### src/rtl/muldiv_iterative_unit.sv
// Iterative RV32M/RV64M multiply/divide unit: radix-2 shift-add multiply and
// restoring divide on a shared {hi,lo} datapath, with sign fix-up after iteration.
module muldiv_iterative_unit #(
   parameter int XLEN = 32,
   localparam int CNT_W = $clog2(XLEN + 1)
) (
   input  logic            clk,
   input  logic            resetn,
   input  logic            valid,
   output logic            ready,
   input  logic            kill,
   input  logic [2:0]      funct3,
   input  logic [XLEN-1:0] rs1,
   input  logic [XLEN-1:0] rs2,
   output logic [XLEN-1:0] rd,
   output logic            done,
   output logic            busy
);

   typedef enum logic [1:0] {
      S_IDLE = 2'd0,
      S_CALC = 2'd1,
      S_FIX  = 2'd2,
      S_DONE = 2'd3
   } state_t;

   state_t            state_q, state_d;
   logic [CNT_W-1:0]  cnt_q, cnt_d;
   logic [2:0]        f3_q, f3_d;
   logic [XLEN-1:0]   hi_q, hi_d, lo_q, lo_d, opb_q, opb_d, rd_q, rd_d;
   logic              neg_q, neg_d, rneg_q, rneg_d, done_q, done_d;

   logic              accept_s, a_signed_s, b_signed_s, a_neg_s, b_neg_s;
   logic              div_zero_s, div_ovf_s, div_ge_s;
   logic [XLEN-1:0]   a_mag_s, b_mag_s, quo_s, rem_s, result_s;
   logic [XLEN:0]     mul_sum_s, div_shift_s;
   logic [2*XLEN-1:0] prod_s;

   function automatic logic [XLEN-1:0] neg_if(input logic [XLEN-1:0] v, input logic en);
      return en ? (~v + {{(XLEN-1){1'b0}}, 1'b1}) : v;
   endfunction

   function automatic logic [2*XLEN-1:0] neg2_if(input logic [2*XLEN-1:0] v, input logic en);
      return en ? (~v + {{(2*XLEN-1){1'b0}}, 1'b1}) : v;
   endfunction

   assign ready    = (state_q == S_IDLE) || (state_q == S_DONE);
   assign busy     = (state_q == S_CALC) || (state_q == S_FIX);
   assign accept_s = valid & ready;
   assign rd       = rd_q;
   assign done     = done_q;

   // Request decode: operand signedness, magnitudes and the divide corner cases
   always_comb begin
      a_signed_s = (funct3 == 3'b001) || (funct3 == 3'b010) ||
                   (funct3 == 3'b100) || (funct3 == 3'b110);
      b_signed_s = (funct3 == 3'b001) || (funct3 == 3'b100) || (funct3 == 3'b110);
      a_neg_s    = a_signed_s & rs1[XLEN-1];
      b_neg_s    = b_signed_s & rs2[XLEN-1];
      a_mag_s    = neg_if(rs1, a_neg_s);
      b_mag_s    = neg_if(rs2, b_neg_s);
      div_zero_s = funct3[2] & (rs2 == {XLEN{1'b0}});
      div_ovf_s  = funct3[2] & ~funct3[0] &
                   (rs1 == {1'b1, {(XLEN-1){1'b0}}}) & (rs2 == {XLEN{1'b1}});
   end

   // Per-iteration arithmetic and final sign fix-up / result select
   always_comb begin
      mul_sum_s   = {1'b0, hi_q} + (lo_q[0] ? {1'b0, opb_q} : {(XLEN+1){1'b0}});
      div_shift_s = {hi_q, lo_q[XLEN-1]};
      div_ge_s    = div_shift_s >= {1'b0, opb_q};
      prod_s      = neg2_if({hi_q, lo_q}, neg_q);
      quo_s       = neg_if(lo_q, neg_q);
      rem_s       = neg_if(hi_q, rneg_q);
      case (f3_q)
         3'b000:                 result_s = prod_s[XLEN-1:0];
         3'b001, 3'b010, 3'b011: result_s = prod_s[2*XLEN-1:XLEN];
         3'b100, 3'b101:         result_s = quo_s;
         3'b110, 3'b111:         result_s = rem_s;
         default:                result_s = {XLEN{1'b0}};
      endcase
   end

   // Next-state logic for the FSM and shared datapath registers
   always_comb begin
      state_d = state_q;
      cnt_d   = cnt_q;
      f3_d    = f3_q;
      hi_d    = hi_q;
      lo_d    = lo_q;
      opb_d   = opb_q;
      neg_d   = neg_q;
      rneg_d  = rneg_q;
      rd_d    = rd_q;
      done_d  = 1'b0;
      case (state_q)
         S_IDLE, S_DONE: begin
            if (accept_s) begin
               f3_d   = funct3;
               neg_d  = a_neg_s ^ b_neg_s;
               rneg_d = a_neg_s;
               cnt_d  = CNT_W'(XLEN);
               hi_d   = {XLEN{1'b0}};
               // Divide iterates the dividend through lo; multiply iterates the multiplier.
               lo_d   = funct3[2] ? a_mag_s : b_mag_s;
               opb_d  = funct3[2] ? b_mag_s : a_mag_s;
               if (div_zero_s) begin
                  state_d = S_DONE;
                  done_d  = 1'b1;
                  rd_d    = funct3[1] ? rs1 : {XLEN{1'b1}};
               end else if (div_ovf_s) begin
                  state_d = S_DONE;
                  done_d  = 1'b1;
                  rd_d    = funct3[1] ? {XLEN{1'b0}} : rs1;
               end else begin
                  state_d = S_CALC;
               end
            end else begin
               state_d = S_IDLE;
            end
         end
         S_CALC: begin
            if (kill) begin
               state_d = S_IDLE;
            end else begin
               if (f3_q[2]) begin
                  hi_d = div_ge_s ? (div_shift_s[XLEN-1:0] - opb_q) : div_shift_s[XLEN-1:0];
                  lo_d = {lo_q[XLEN-2:0], div_ge_s};
               end else begin
                  hi_d = mul_sum_s[XLEN:1];
                  lo_d = {mul_sum_s[0], lo_q[XLEN-1:1]};
               end
               cnt_d   = cnt_q - CNT_W'(1);
               state_d = (cnt_q == CNT_W'(1)) ? S_FIX : S_CALC;
            end
         end
         S_FIX: begin
            if (kill) begin
               state_d = S_IDLE;
            end else begin
               rd_d    = result_s;
               done_d  = 1'b1;
               state_d = S_DONE;
            end
         end
         default: begin
            state_d = S_IDLE;
         end
      endcase
   end

   // State and datapath registers
   always_ff @(posedge clk or negedge resetn) begin
      if (!resetn) begin
         state_q <= S_IDLE;
         cnt_q   <= {CNT_W{1'b0}};
         f3_q    <= 3'b000;
         hi_q    <= {XLEN{1'b0}};
         lo_q    <= {XLEN{1'b0}};
         opb_q   <= {XLEN{1'b0}};
         neg_q   <= 1'b0;
         rneg_q  <= 1'b0;
         rd_q    <= {XLEN{1'b0}};
         done_q  <= 1'b0;
      end else begin
         state_q <= state_d;
         cnt_q   <= cnt_d;
         f3_q    <= f3_d;
         hi_q    <= hi_d;
         lo_q    <= lo_d;
         opb_q   <= opb_d;
         neg_q   <= neg_d;
         rneg_q  <= rneg_d;
         rd_q    <= rd_d;
         done_q  <= done_d;
      end
   end

endmodule
### config.mk
export PLATFORM = sky130hd
export DESIGN_NAME = muldiv_iterative_unit
export DESIGN_NICKNAME = d
export VERILOG_FILES = /design/src/rtl/muldiv_iterative_unit.sv
export SDC_FILE = /design/constraint.sdc
export NUM_CORES = 1
export LEC_CHECK = 0
export BUFFER_PORTS_ARGS = -buffer_cell sky130_fd_sc_hd__buf_2
export CAP_MARGIN = 20
export CORE_ASPECT_RATIO = 0.7
export CORE_MARGIN = 2
export CORE_UTILIZATION = 38
export CTS_CLUSTER_DIAMETER = 120
export DETAILED_ROUTE_END_ITERATION = 16
export GPL_TIMING_DRIVEN = 0
export PLACE_DENSITY_LB_ADDON = 0.12
export SKIP_CTS_REPAIR_TIMING = 1
export SYNTH_ARGS = -nofsm -noshare
export SYNTH_HDL_FRONTEND = slang
export SYNTH_SLANG_ARGS = --single-unit
export TNS_END_PERCENT = 30
### constraint.sdc
create_clock -name clk -period 3.8 [get_ports clk]
set_input_delay 0.38 -clock clk [delete_from_list [all_inputs] [get_ports clk]]
set_output_delay 0.38 -clock clk [all_outputs]
set_load 0.03 [all_outputs]
# Word level (Yosys, flattened, before mapping)
# Cells that the tools add are included.
[word_totals]
regBits = 142
in_bits = 71
output_inout_bits = 35
wordCells = 113
[op_classes]
add_sub_neg = 8
order_cmp = 1
eq_ne = 21
mux = 40
bitwise = 14
n_reduce_logical = 19
[ops]
columns = ["operator", "n"]
rows = [
  ["two-way mux 32 bit", 20],
  ["one-hot mux 32 bit (2 select lines)", 3],
  ["adder 32 x 1 -> 32 bit (second input constant)", 4],
  ["NOT 32 bit", 4],
  ["one-hot mux 32 bit (4 select lines)", 1],
  ["adder 64 x 1 -> 64 bit (second input constant)", 1],
  ["equality test 32 bit (second input constant)", 2],
  ["two-way mux 64 bit", 1],
  ["NOT 64 bit", 1],
  ["adder 32 x 32 -> 33 bit", 1],
  ["greater-or-equal comparator 33 x 32 -> 1 bit", 1],
  ["zero test 32 bit", 1],
  ["subtractor 32 bit", 1],
  ["equality test 3 bit (second input constant)", 6],
  ["two-way mux 2 bit", 6],
  ["two-way mux 6 bit", 2],
  ["one-hot mux 6 bit (2 select lines)", 1],
  ["equality test 3 x 2 -> 1 bit (second input constant)", 3],
  ["bitwise AND 1 bit", 7],
  ["logical OR 1 bit", 7],
  ["equality test 3 x 1 -> 1 bit (second input constant)", 2],
  ["equality test 6 x 1 -> 1 bit (second input constant)", 1],
  ["inequality test 2 bit (second input constant)", 3],
  ["one-hot mux 2 bit (3 select lines)", 1],
  ["other kinds (16)", 23],
]

# Longest topological paths before layout
# Gate-level depths: netlist (run 1).
[logic_depth]
ltp_word = 9
ltp_mapped = 15

# Worst setup path after synthesis (run 1)
# OpenSTA, ideal clock, no wires.
[synth_path]
path_kind = "reg2reg"
startpoint = "register lo_q[0]"
endpoint = "register hi_q[30]"
setup_ns = 0.124
arrival_ns = 3.184
required_time_ns = 3.676
path_slack_ns = 0.492
path_stages_with_launch = 15
cell_sequence = "dfrtp_1 > clkbuf_1 > inv_1 > clkbuf_1 > nor2_1 > ha_1 > and2_1 > nand4_1 > or3_1 > o211ai_1 > nand2_1 > a31oi_1 > a2111oi_0 > a211o_1 > a211o_1"
[synth_via]
elab_chain_len = 5
[synth_rtl]
columns = ["item", "line", "source"]
rows = [
  ["start: declaration", "30", "logic [XLEN-1:0] hi_q, hi_d, lo_q, lo_d, opb_q, opb_d, rd_q, rd_d;"],
  ["start signal: assignment", "159", "lo_q <= {XLEN{1'b0}};"],
  ["start signal: assignment", "170", "lo_q <= lo_d;"],
  ["two-way mux 32 bit", "69", "mul_sum_s = {1'b0, hi_q} + (lo_q[0] ? {1'b0, opb_q} : {(XLEN+1){1'b0}});"],
  ["adder 32 x 32 -> 33 bit", "69", ""],
  ["two-way mux 32 bit", "126", "if (f3_q[2]) begin"],
  ["two-way mux 32 bit", "123", "if (kill) begin"],
  ["one-hot mux 32 bit (2 select lines)", "96", "case (state_q)"],
  ["end signal: assignment", "158", "hi_q <= {XLEN{1'b0}};"],
  ["end signal: assignment", "169", "hi_q <= hi_d;"],
  ["end: declaration", "30", ""],
]
# Every way passes these cells. The select of a mux whose other input is x is not followed.
# A chain may end at the register's enable or synchronous reset.

# Final worst setup path (run 1)
[layout_path]
startpoint = "register lo_q[9]"
endpoint = "register rd_q[29], in the netlist rd[29]"
[layout_via]
elab_chain_len = 6
elab_cells_between_ends = 9
[layout_rtl]
columns = ["item", "line", "source"]
rows = [
  ["NOT 64 bit / NOT 32 bit (equally long branches)", "44, 40", ""],
  ["adder 64 x 1 -> 64 bit / adder 32 x 1 -> 32 bit (equally long branches)", "44, 40", ""],
  ["two-way mux 64 bit / two-way mux 32 bit (equally long branches)", "44, 40", ""],
  ["one-hot mux 32 bit (4 select lines) (*)", "75", "case (f3_q)"],
  ["two-way mux 32 bit (*)", "138", "if (kill) begin"],
  ["one-hot mux 32 bit (2 select lines) (*)", "96", ""],
  ["end signal: assignment", "163", "rd_q <= {XLEN{1'b0}};"],
  ["end signal: assignment", "174", "rd_q <= rd_d;"],
  ["end: declaration", "30", ""],
]
# Mark *: on every way between the ends. The rest lies on a longest branch, timed or not. The select of a mux whose other input is x is not followed.

==> results of run 1 <==
registers in the layout, indices dropped and copies added (netlist names):
register / flops
cnt_q: 6
done: 1
f3_q: 3
hi_q: 32
lo_q: 32
neg_q: 1
opb_q: 32
rd: 32
rneg_q: 1
state_q: 2
metrics by stage:
stage	utilization, %	setup TNS, ns	worst slack (ns)	instance area, sq um
2_1_floorplan	-	0	0.492	15400
6_report	43.9	-0.0180	-0.0180	17500
3_3_place_gp	41.6	-15.92	-0.603	16500
5_1_grt	43.9	-0.0521	-0.0306	17500
3_5_place_dp	41.7	-12.08	-0.583	16600
4_1_cts	43.1	-12.85	-0.607	17200
cells in the mapped netlist (all sizes together) (15+ instances only):
cell / n
a211o: 15
a211oi: 34
a21o: 39
a21oi: 181
a221o: 15
a22oi: 17
buf: 16
clkbuf: 126
dfrtp: 142
ha: 73
inv: 68
maj3: 22
mux2: 27
mux2i: 39
nand2: 206
nand2b: 15
nand3: 33
nand4: 26
nor2: 215
nor3: 58
nor4: 21
o211ai: 20
o21ai: 181
o31ai: 42
o41ai: 17
or3: 29
xnor2: 95
xor2: 86
final timing paths:
| path | slack (ns) | endpoint | from |
|---|---|---|---|
| setup / recovery | -0.02 | rd[29]$_DFFE_PN0P_ | lo_q[9]$_DFFE_PN0P_ |
| hold / removal | 0.19 | state_q[0]$_DFF_PN0_ | kill |
| setup reg to reg | -0.02 | rd[29]$_DFFE_PN0P_ | lo_q[9]$_DFFE_PN0P_ |
| hold reg to reg | 0.47 | rd[14]$_DFFE_PN0P_ | rd[14]$_DFFE_PN0P_ |
| max in group asynchronous | 2.40 | lo_q[31]$_DFFE_PN0P_ | resetn |
| min in group asynchronous | 0.49 | hi_q[16]$_DFFE_PN0P_ | resetn |
where the power goes:
group / internal [mW] / switching [mW] / total [mW]
clock: 0.939 / 0.830 / 1.77
combinational: 3.61 / 6.75 / 10.4
sequential: 2.04 / 0.840 / 2.88
total: 6.59 / 8.42 / 15.0
cells by family (layout without fill, tap and decap cells):
family                   Yosys count  in the layout  share of synthesized area (%)
AO/OA/AOI/OAI                    681            681                           28.4
AND/OR/NAND/NOR                  675            675                           20.7
buffers and inverters            212            359                           5.25
XOR/XNOR                         181            181                           10.3
flip-flops                       142            142                           23.1
adder cells (fa/ha/maj)           97             97                           7.64
multiplexers                      66             66                           4.52
layer usage:
metal	share of wire, %	track usage (%)	wire (um)	vias up
met3	13	10.2	9480	130
met2	38	46.0	28300	1144
met1	47	53.3	34700	8636
li1	-	-	-	7787
met5	0.20	2.35	146	-
met4	2.5	8.43	1870	4
cell type report:
class | count | area, sq um | area share (%)
Clock buffer | 20 | 447 | 2.56
Tap cell | 535 | 669 | 3.83
Multi-Input combinational cell | 1700 | 11200 | 64.0
Sequential cell | 142 | 3560 | 20.4
Clock inverter | 12 | 128 | 0.731
Inverter | 70 | 265 | 1.52
Buffer | 138 | 546 | 3.13
Timing Repair Buffer | 119 | 666 | 3.81
==> run summary, run 1 <==
Yosys
* **area of the mapped netlist** 15400 sq um
* **cell type contributing the most total cell area after synthesis** sky130_fd_sc_hd__dfrtp_1
* **number of synthesized flops with an enable pin** 0
* **synthesized instance count** 2054
* **leading post-synthesis cells by cell area** sky130_fd_sc_hd__dfrtp_1, sky130_fd_sc_hd__ha_1, sky130_fd_sc_hd__a21oi_1, sky130_fd_sc_hd__o21ai_0, sky130_fd_sc_hd__xnor2_1
* **nets in the synthesized netlist** 2200
* **fraction of the yosys area taken by sequential cells** 23.1%
* **number of distinct library cells after synthesis** 82
* **most used flip-flop cell after synthesis** sky130_fd_sc_hd__dfrtp_1
* **Avg Synthesized Cell Area** 7.48 sq um
* **proportion of netlist area held by the largest area contributor** 23.1%
* **Seq cells post-synth** 142
* **share of synthesized registers carrying an async set or reset** 100%
* **yosys synthesis warning count** 0

Die
* **CORE AREA** 39800 sq um
* **I/O pin cnt** 106
* **num rows** 61
* **die area** 42100 sq um
* **overall die width** 244 um
* **starting density of the core** 38.6%
* **vertical die dimension** 172 um

Final layout
* **most frequent standard cell in the layout excluding fill and tap cells** sky130_fd_sc_hd__nor2_1
* **number of fillers in the final layout** 4105
* **top library cells by usage in the layout, fill and taps aside** sky130_fd_sc_hd__nor2_1, sky130_fd_sc_hd__nand2_1, sky130_fd_sc_hd__a21oi_1
* **total inserted antenna cells** 0
* **Net count, final** 2334
* **layout cell share with drive strength beyond 1** 10.7%
* **Area Overhead vs Synth** 13.7%
* **post-route non-filler standard cell count** 2736

Timing
* **Layout Skew** 0.0154 ns
* **Relative slew margins** 28.5%
* **Achievable Freq** 262 MHz
* **worst path setup slack after routing** -0.0180 ns
* **max-slew violations** 0
* **Setup Viol. Count Final** 1
* **RSZ-0062 raised after global routing** true
* **final worst path period share** 100%
* **slew at the pin closest to its max-slew limit** 1.06 ns
* **shortest period the worst path allows** 3.82 ns
* **tightest hold margin** 0.195 ns
* **final hold violation count** 0

Setup path
* **Max stage delay on crit path** 0.54 ns
* **critical path peak fanout** 10
* **data required time at the worst endpoint** 4.19 ns
* **total number of cells along the worst setup path** 11
* **worst path bufs/invs** 2
* **Crit-path slowest cell** sky130_fd_sc_hd__dfrtp_1
* **kind of critical path** reg2reg
* **category of cells accounting for the largest share of critical-path delay** simple AND/OR/NAND/NOR gates
* **CP endpoint kind** flop
* **most frequent cell on the critical path** sky130_fd_sc_hd__clkbuf_1
* **worst-case reg-to-reg path depth** 11
* **data arrival time of the critical path** 4.21 ns
* **cell chain of the critical path** or3_1 > clkbuf_1 > or2_1 > nor4_4 > nand2_1 > clkbuf_1 > o41ai_1 > xor2_1 > o221ai_1 > o21ai_0 > o21ai_1
* **nature of the critical path startpoint** flop

Pwr
* **overall power after layout** 15.0 mW
* **reported leakage power** 7.25 nW
* **total power per unit cell area** 860 nW/um^2
* **highest ir drop seen on vdd** 392 uV

Clocking
* **CTS H-Tree Depth** 4
* **clock latency at the later pin of the worst-skew pair** 0.46 ns
* **CTS tree** built
* **register clock-pin slew on the reported worst setup and hold paths** 0.08 ns
* **maximum number of buffers from clock root to sink** 2
* **cell at the root of the clock tree** sky130_fd_sc_hd__clkbuf_16
* **Sinks on Clock Net** 142
* **TritonCTS buffer count** 17

Detailed routing
* **per-cell routed wire length** 27.2 um
* **average via count per standard cell** 6.47
* **post-route DRC violation count** 0
* **DR pass1 iterations** 6
* **DRC violation total after the first TritonRoute iteration** 2440
* **post-route ant nets** 0
* **via count** 17700
* **detailed-route wire length** 74500 um

Global routing
* **pin count of the biggest net entering global routing** 87
* **number of global-route vias before repair** 15500
* **total routing usage reported by global routing** 34.7%
* **number of antenna violations at the first check in global routing** 1
* **GRT overflow** 0
* **first-pass GRT wire length** 107000 um

Placed design
* **dpl hpwl** 59600 um
* **global placer's final weighted congestion** 1.05
* **number of buffers added on ports** 103
* **post-placement cell count** 2693

Status
* **failing checks** negative setup slack
* **status** finished, violations left

Worst hold path
* **path class of the lowest-slack min-delay path** in2reg
* **Hold Crit Depth** 2

Job
* **total of max-cap violations** 0

Power figures use the tool's default switching activity.
==> run 2, diff against run 1 <==
--- a/config.mk
+++ b/config.mk
@@ -7,7 +7,7 @@
 export LEC_CHECK = 0
 export BUFFER_PORTS_ARGS = -buffer_cell sky130_fd_sc_hd__buf_2
 export CAP_MARGIN = 20
-export CORE_ASPECT_RATIO = 0.7
+export CORE_ASPECT_RATIO = 2
 export CORE_MARGIN = 2
 export CORE_UTILIZATION = 38
 export CTS_CLUSTER_DIAMETER = 120
==> constraint.sdc (replaced) <==
create_clock -name clk -period 3.4 [get_ports clk]
set_input_delay 0.34 -clock clk [delete_from_list [all_inputs] [get_ports clk]]
set_output_delay 0.34 -clock clk [all_outputs]
set_load 0.03 [all_outputs]
==> run 2 against run 1 <==
Net effect:
- the flow still finishes with violations (negative setup slack)
- combinational power rose by 19%
- die area increased by 0.17%
- sequential cell count unchanged
- critical path type unchanged
==> run summary, run 2 (synthesis gave the netlist of run 1 again) <==
Timing
* **max-slew violations** 0, unchanged
* **Layout Skew** 0.0157 ns, +0.000272 ns
* **worst path setup slack after routing** -0.211 ns, -0.193 ns
* **final worst path period share** 106%, +5.7 points
* **shortest period the worst path allows** 3.61 ns, -0.207 ns
* **RSZ-0062 raised after global routing** true
* **final hold violation count** 0, unchanged
* **Setup Viol. Count Final** 15, +14
* **slew at the pin closest to its max-slew limit** 1.12 ns, +0.0571 ns
* **Relative slew margins** 24.7%, -3.8 points
* **Achievable Freq** 277 MHz, +5.7%

Die
* **CORE AREA** 40100 sq um, +0.79%
* **die area** 42100 sq um, +0.17%
* **starting density of the core** 38.3%, -0.30 points
* **overall die width** 146 um, -40%
* **num rows** 104, +70%
* **I/O pin cnt** 106, unchanged
* **vertical die dimension** 288 um, +67%

Detailed routing
* **post-route ant nets** 0, unchanged
* **detailed-route wire length** 80900 um, +8.6%
* **DR pass1 iterations** 6, unchanged
* **DRC violation total after the first TritonRoute iteration** 1182, -52%
* **average via count per standard cell** 6.32, -2.3%
* **per-cell routed wire length** 29.4 um, +8.1%
* **post-route DRC violation count** 0, unchanged
* **via count** 17400, -1.9%

Global routing
* **total routing usage reported by global routing** 37.3%, +2.6 points
* **GRT overflow** 0, unchanged
* **first-pass GRT wire length** 114000 um, +7.0%
* **pin count of the biggest net entering global routing** 111, +28%
* **number of antenna violations at the first check in global routing** 1, unchanged
* **number of global-route vias before repair** 17200, +11%

Worst hold path
* **path class of the lowest-slack min-delay path** in2reg

Placed design
* **dpl ws** -1.43 ns, -0.844 ns
* **dpl hpwl** 66300 um, +11%
* **post-placement cell count** 2688, -0.19%
* **number of buffers added on ports** 103, unchanged
* **global placer's final weighted congestion** 1.00, -4.1%
* **area after detailed placement** 16600 sq um, about the same

Pwr
* **total power per unit cell area** 982 nW/um^2, +14%
* **overall power after layout** 17.9 mW, +19%
* **reported leakage power** 7.48 nW, +3.1%
* **highest ir drop seen on vdd** 415 uV, +5.9%

Setup path
* **CP endpoint kind** flop
* **data arrival time of the critical path** 3.97 ns, -0.24 ns
* **kind of critical path** reg2reg
* **data required time at the worst endpoint** 3.76 ns, -0.43 ns
* **setup slack, reg-to-reg** -0.21 ns, -0.19 ns
* **nature of the critical path startpoint** flop
* **critical path peak fanout** 8, -2

Clocking
* **clock latency at the later pin of the worst-skew pair** 0.47 ns, about the same
* **CTS tree** built
* **cell at the root of the clock tree** sky130_fd_sc_hd__clkbuf_16
* **TritonCTS buffer count** 17, unchanged
* **CTS H-Tree Depth** 4, unchanged
* **maximum number of buffers from clock root to sink** 2, unchanged
* **register clock-pin slew on the reported worst setup and hold paths** 0.08 ns, about the same
* **Sinks on Clock Net** 142, unchanged

Final layout
* **post-route design area** 18200 sq um, +4.2%
* **Area Overhead vs Synth** 18.4%
* **number of fillers in the final layout** 4291, +4.5%
* **top library cells by usage in the layout, fill and taps aside** sky130_fd_sc_hd__nor2_1, sky130_fd_sc_hd__nand2_1, sky130_fd_sc_hd__a21oi_1
* **layout cell share with drive strength beyond 1** 15.1%, +4.4 points
* **final core occ** 45.4%, +1.5 points
* **most frequent standard cell in the layout excluding fill and tap cells** sky130_fd_sc_hd__nor2_1
* **post-route non-filler standard cell count** 2748, +0.44%
* **Net count, final** 2351, +0.73%
* **total inserted antenna cells** 0, unchanged

Job
* **total of max-cap violations** 0, unchanged

Status
* **status** finished, violations left
* **failing checks** negative setup slack

[run 2: cell types whose count changed in the layout (fill, tap and decap cells not counted), moves of 5 or more]
cell	previous run	this run
sky130_fd_sc_hd__ha_2	1	7
sky130_fd_sc_hd__a21oi_2	2	7
sky130_fd_sc_hd__nor2_1	215	206
sky130_fd_sc_hd__nor4_1	16	11
sky130_fd_sc_hd__clkbuf_1	119	112
sky130_fd_sc_hd__o21ai_0	172	166
sky130_fd_sc_hd__buf_4	14	34
sky130_fd_sc_hd__ha_1	72	63
sky130_fd_sc_hd__nor4_4	3	8
sky130_fd_sc_hd__a21oi_1	179	172
sky130_fd_sc_hd__nor2_2	0	7
[run 2: critical path: stages (launching register included)]
cell                         delay, ns
sky130_fd_sc_hd__dfrtp_2          0.56
sky130_fd_sc_hd__clkinvlp_4       0.32
sky130_fd_sc_hd__buf_6            0.22
sky130_fd_sc_hd__nor2_1           0.12
sky130_fd_sc_hd__ha_1             0.25
sky130_fd_sc_hd__a21o_1           0.22
sky130_fd_sc_hd__o32a_1           0.21
sky130_fd_sc_hd__o41ai_4          0.09
sky130_fd_sc_hd__buf_4            0.16
sky130_fd_sc_hd__o211ai_1         0.17
sky130_fd_sc_hd__buf_4            0.21
sky130_fd_sc_hd__nand2_2          0.08
sky130_fd_sc_hd__a31oi_4          0.23
sky130_fd_sc_hd__a2111oi_0        0.13
sky130_fd_sc_hd__a211o_1          0.28
sky130_fd_sc_hd__a211o_1          0.23
[run 2: layout make-up]
class / count / area, sq um / share of cell area [%]
clock inverter: 13 / 170 / 0.936
multi-input combinational: 1700 / 11700 / 64.3
timing repair buffer: 137 / 803 / 4.42
tap: 530 / 663 / 3.65
sequential: 142 / 3560 / 19.6
clock buffer: 19 / 453 / 2.49
buffer: 137 / 573 / 3.15
inverter: 70 / 269 / 1.48
[run 2: where the power goes]
part | switching [mW] | leakage [nW] | internal [mW]
Sequential | 1.06 | 1.78 | 2.29
Combinational | 8.02 | 5.39 | 4.41
Clock | 0.933 | 0.304 | 1.15
Total | 10.0 | 7.48 | 7.85
[run 2: final timing paths]
check                                         start              endpoint  depth (start not counted)
min in group asynchronous                    resetn        done$_DFF_PN0_                          2
worst max-delay path            lo_q[0]$_DFFE_PN0P_  hi_q[30]$_DFFE_PN0P_                         15
max in group asynchronous                    resetn    rd[26]$_DFFE_PN0P_                          3
worst min-delay path                           kill  state_q[0]$_DFF_PN0_                          2
worst min register to register    rd[9]$_DFFE_PN0P_     rd[9]$_DFFE_PN0P_                          1
worst max register to register  lo_q[0]$_DFFE_PN0P_  hi_q[30]$_DFFE_PN0P_                         15
[run 2: metrics by stage]
stage | hold slack, ns | setup TNS (ns)
6_report | 0.123 | -2.01
5_1_grt | 0.154 | -2.67
4_1_cts | -0.240 | -43.77
3_5_place_dp | 0.247 | -46.15
3_3_place_gp | 0.460 | -101.89
2_1_floorplan | 0.0444 | 0
[run 2: per-layer routing]
| layer | vias to the layer above | global-route usage, % | wire [um] | share of wire, % |
|---|---|---|---|---|
| li1 | 7821 | - | - | - |
| met1 | 8457 | 34.3 | 26000 | 32 |
| met2 | 763 | 69.1 | 41800 | 52 |
| met3 | 329 | 4.47 | 3420 | 4.2 |
| met4 | 2 | 37.4 | 9620 | 12 |
| met5 | - | 0 | 14 | 0.017 |
==> run 3, diff against run 2 <==
--- a/config.mk
+++ b/config.mk
@@ -7,7 +7,6 @@
 export LEC_CHECK = 0
 export BUFFER_PORTS_ARGS = -buffer_cell sky130_fd_sc_hd__buf_2
 export CAP_MARGIN = 20
-export CORE_ASPECT_RATIO = 2
 export CORE_MARGIN = 2
 export CORE_UTILIZATION = 38
 export CTS_CLUSTER_DIAMETER = 120
==> run 3 against run 2 <==
Net effect:
- the flow still finishes with violations (negative setup slack)
- register-to-register slack improved by 0.18 ns
- sequential cell count unchanged
- via count fell by 1.2%
- clock power fell by 11%
==> run summary, run 3 (synthesis gave the netlist of run 1 again) <==
Timing
* **RSZ-0062 raised after global routing** true
* **worst path setup slack after routing** -0.0602 ns, +0.151 ns
* **Achievable Freq** 289 MHz, +4.4%
* **final hold violation count** 0, unchanged
* **Layout Skew** 0.0122 ns, -0.00346 ns
* **slew at the pin closest to its max-slew limit** 1.09 ns, -0.0312 ns
* **final worst path period share** 102%, -4.4 points
* **Setup Viol. Count Final** 2, -13
* **tightest hold margin** 0.195 ns, +0.0718 ns
* **max-slew violations** 0, unchanged
* **Relative slew margins** 26.9%, +2.1 points
* **shortest period the worst path allows** 3.46 ns, -0.151 ns

Detailed routing
* **post-route ant nets** 0, unchanged
* **per-cell routed wire length** 26.0 um, -12%
* **via count** 17200, -1.2%
* **average via count per standard cell** 6.28, -0.62%
* **post-route DRC violation count** 0, unchanged
* **DR pass1 iterations** 6, unchanged
* **DRC violation total after the first TritonRoute iteration** 2077, +76%
* **detailed-route wire length** 71000 um, -12%

Final layout
* **multi-input gate area in the final layout** 11500 sq um, -1.7%
* **sequential cell area in the final layout** 3560 sq um, about the same
* **layout cell share with drive strength beyond 1** 13.5%, -1.6 points
* **number of fillers in the final layout** 4152, -3.2%
* **most frequent standard cell in the layout excluding fill and tap cells** sky130_fd_sc_hd__nor2_1
* **top library cells by usage in the layout, fill and taps aside** sky130_fd_sc_hd__nor2_1, sky130_fd_sc_hd__nand2_1, sky130_fd_sc_hd__a21oi_1
* **total inserted antenna cells** 0, unchanged
* **Net count, final** 2340, -0.47%
* **Area Overhead vs Synth** 16.1%

Status
* **status** finished, violations left
* **failing checks** negative setup slack

Die
* **CORE AREA** 39800 sq um, -0.64%
* **die area** 42000 sq um, -0.23%
* **starting density of the core** 38.6%, +0.25 points
* **vertical die dimension** 205 um, -29%
* **overall die width** 205 um, +40%
* **num rows** 73, -30%
* **I/O pin cnt** 106, unchanged

Placed design
* **dpl hpwl** 56100 um, -15%
* **global placer's final weighted congestion** 1.02, +1.3%
* **number of buffers added on ports** 103, unchanged
* **dpl ws** -1.22 ns, +0.210 ns

Setup path
* **Reg-to-Reg End** rd[29]$_DFFE_PN0P_
* **data required time at the worst endpoint** 3.80 ns, +0.04 ns
* **Crit-path slowest cell** sky130_fd_sc_hd__a2111oi_1
* **FF-to-FF Start** hi_q[2]$_DFFE_PN0P_
* **CP endpoint kind** flop
* **Max stage delay on crit path** 0.66 ns, +0.10 ns
* **nature of the critical path startpoint** input pin
* **setup slack, reg-to-reg** -0.03 ns, +0.18 ns
* **data arrival time of the critical path** 3.86 ns, -0.11 ns
* **cell chain of the critical path** buf_2 > or4_1 > nor3_1 > nand4b_2 > nor4b_4 > o31ai_2 > buf_2 > a2111oi_1 > a221o_1
* **critical path peak fanout** 10, +2
* **worst-case reg-to-reg path depth** 12, -3
* **category of cells accounting for the largest share of critical-path delay** simple AND/OR/NAND/NOR gates
* **kind of critical path** in2reg
* **worst path bufs/invs** 2, -2
* **most frequent cell on the critical path** sky130_fd_sc_hd__buf_2

Worst hold path
* **Hold Crit Depth** 2, unchanged
* **path class of the lowest-slack min-delay path** in2reg
* **Endpoint, Worst Hold** state_q[1]$_DFF_PN0_
* **min-delay src** kill

Clocking
* **cell at the root of the clock tree** sky130_fd_sc_hd__clkbuf_16
* **CTS tree** built
* **Sinks on Clock Net** 142, unchanged
* **maximum number of buffers from clock root to sink** 2, unchanged
* **clock latency at the later pin of the worst-skew pair** 0.47 ns, about the same
* **register clock-pin slew on the reported worst setup and hold paths** 0.07 ns, about the same
* **TritonCTS buffer count** 17, unchanged
* **CTS H-Tree Depth** 4, unchanged

Pwr
* **total power per unit cell area** 937 nW/um^2, -4.6%
* **highest ir drop seen on vdd** 392 uV, -5.4%
* **reported leakage power** 7.41 nW, -0.88%
* **overall power after layout** 16.7 mW, -6.5%

Job
* **total of max-cap violations** 0, unchanged

Global routing
* **first-pass GRT wire length** 103000 um, -10%
* **number of global-route vias before repair** 15900, -7.7%
* **total routing usage reported by global routing** 33.2%, -4.1 points
* **number of antenna violations at the first check in global routing** 0, -1
* **pin count of the biggest net entering global routing** 92, -17%
* **GRT overflow** 0, unchanged

run 3: cell types whose count changed in the layout (fill, tap and decap cells not counted), sizes merged:
cell,previous run,this run
clkbuf,136,132
clkinv,5,4
buf,156,149
inv,74,77
bufinv,2,0
run 3: cell type report:
class	instances	area share (%)
Inverter	70	1.49
Clock inverter	13	0.667
Multi-Input combinational cell	1700	64.5
Tap cell	525	3.68
Buffer	135	3.12
Timing Repair Buffer	128	4.09
Clock buffer	19	2.48
Sequential cell	142	20.0
run 3: per-layer routing:
metal / GRT usage [%] / wire length (um) / up-vias
met2: 50.1 / 30900 / 922
met1: 45.9 / 30600 / 8308
met3: 6.67 / 6470 / 141
met4: 13.9 / 3100 / 0
li1: - / - / 7793
met5: 0 / 0 / -
run 3: stage by stage:
stage	cell area, sq um	TNS (ns)	instances	util, %
5_1_grt	17800	-0.589	2732	44.8
3_3_place_gp	16500	-78.80	2682	41.5
6_report	17800	-0.0916	2732	44.8
2_1_floorplan	15400	0	2054	-
4_1_cts	17100	-29.94	2716	43.0
3_5_place_dp	16600	-30.21	2684	41.6
run 3: worst register-to-register path, stage by stage, from the launching register on:
cell	delay, ns
sky130_fd_sc_hd__dfrtp_1	0.42
sky130_fd_sc_hd__clkbuf_1	0.27
sky130_fd_sc_hd__nor3_1	0.46
sky130_fd_sc_hd__nand4_1	0.14
sky130_fd_sc_hd__buf_4	0.20
sky130_fd_sc_hd__or3_1	0.31
sky130_fd_sc_hd__clkbuf_1	0.19
sky130_fd_sc_hd__o311ai_0	0.35
sky130_fd_sc_hd__o41ai_1	0.15
sky130_fd_sc_hd__a211o_1	0.31
sky130_fd_sc_hd__o221ai_1	0.27
sky130_fd_sc_hd__o21ai_0	0.14
sky130_fd_sc_hd__o21ai_1	0.14
run 3: worst max-delay path by stage:
| stage | start | to | slack, ns | depth (start not counted) |
|---|---|---|---|---|
| 2_1_floorplan | lo_q[0]$_DFFE_PN0P_ | hi_q[30]$_DFFE_PN0P_ | 0.09 | 14 |
| 3_3_place_gp | lo_q[0]$_DFFE_PN0P_ | hi_q[30]$_DFFE_PN0P_ | -1.14 | 14 |
| 3_5_place_dp | lo_q[0]$_DFFE_PN0P_ | hi_q[29]$_DFFE_PN0P_ | -1.22 | 14 |
| 4_1_cts | lo_q[0]$_DFFE_PN0P_ | hi_q[29]$_DFFE_PN0P_ | -1.23 | 14 |
| 5_1_grt | hi_q[2]$_DFFE_PN0P_ | rd[29]$_DFFE_PN0P_ | -0.12 | 12 |
| 6_report | rs2[10] | rd[27]$_DFFE_PN0P_ | -0.06 | 9 |
run 3: where the power goes:
group	internal [mW]	leakage (nW)	switching, mW
registers	2.29	1.78	0.920
clock network	0.982	0.272	0.889
logic	4.24	5.36	7.38
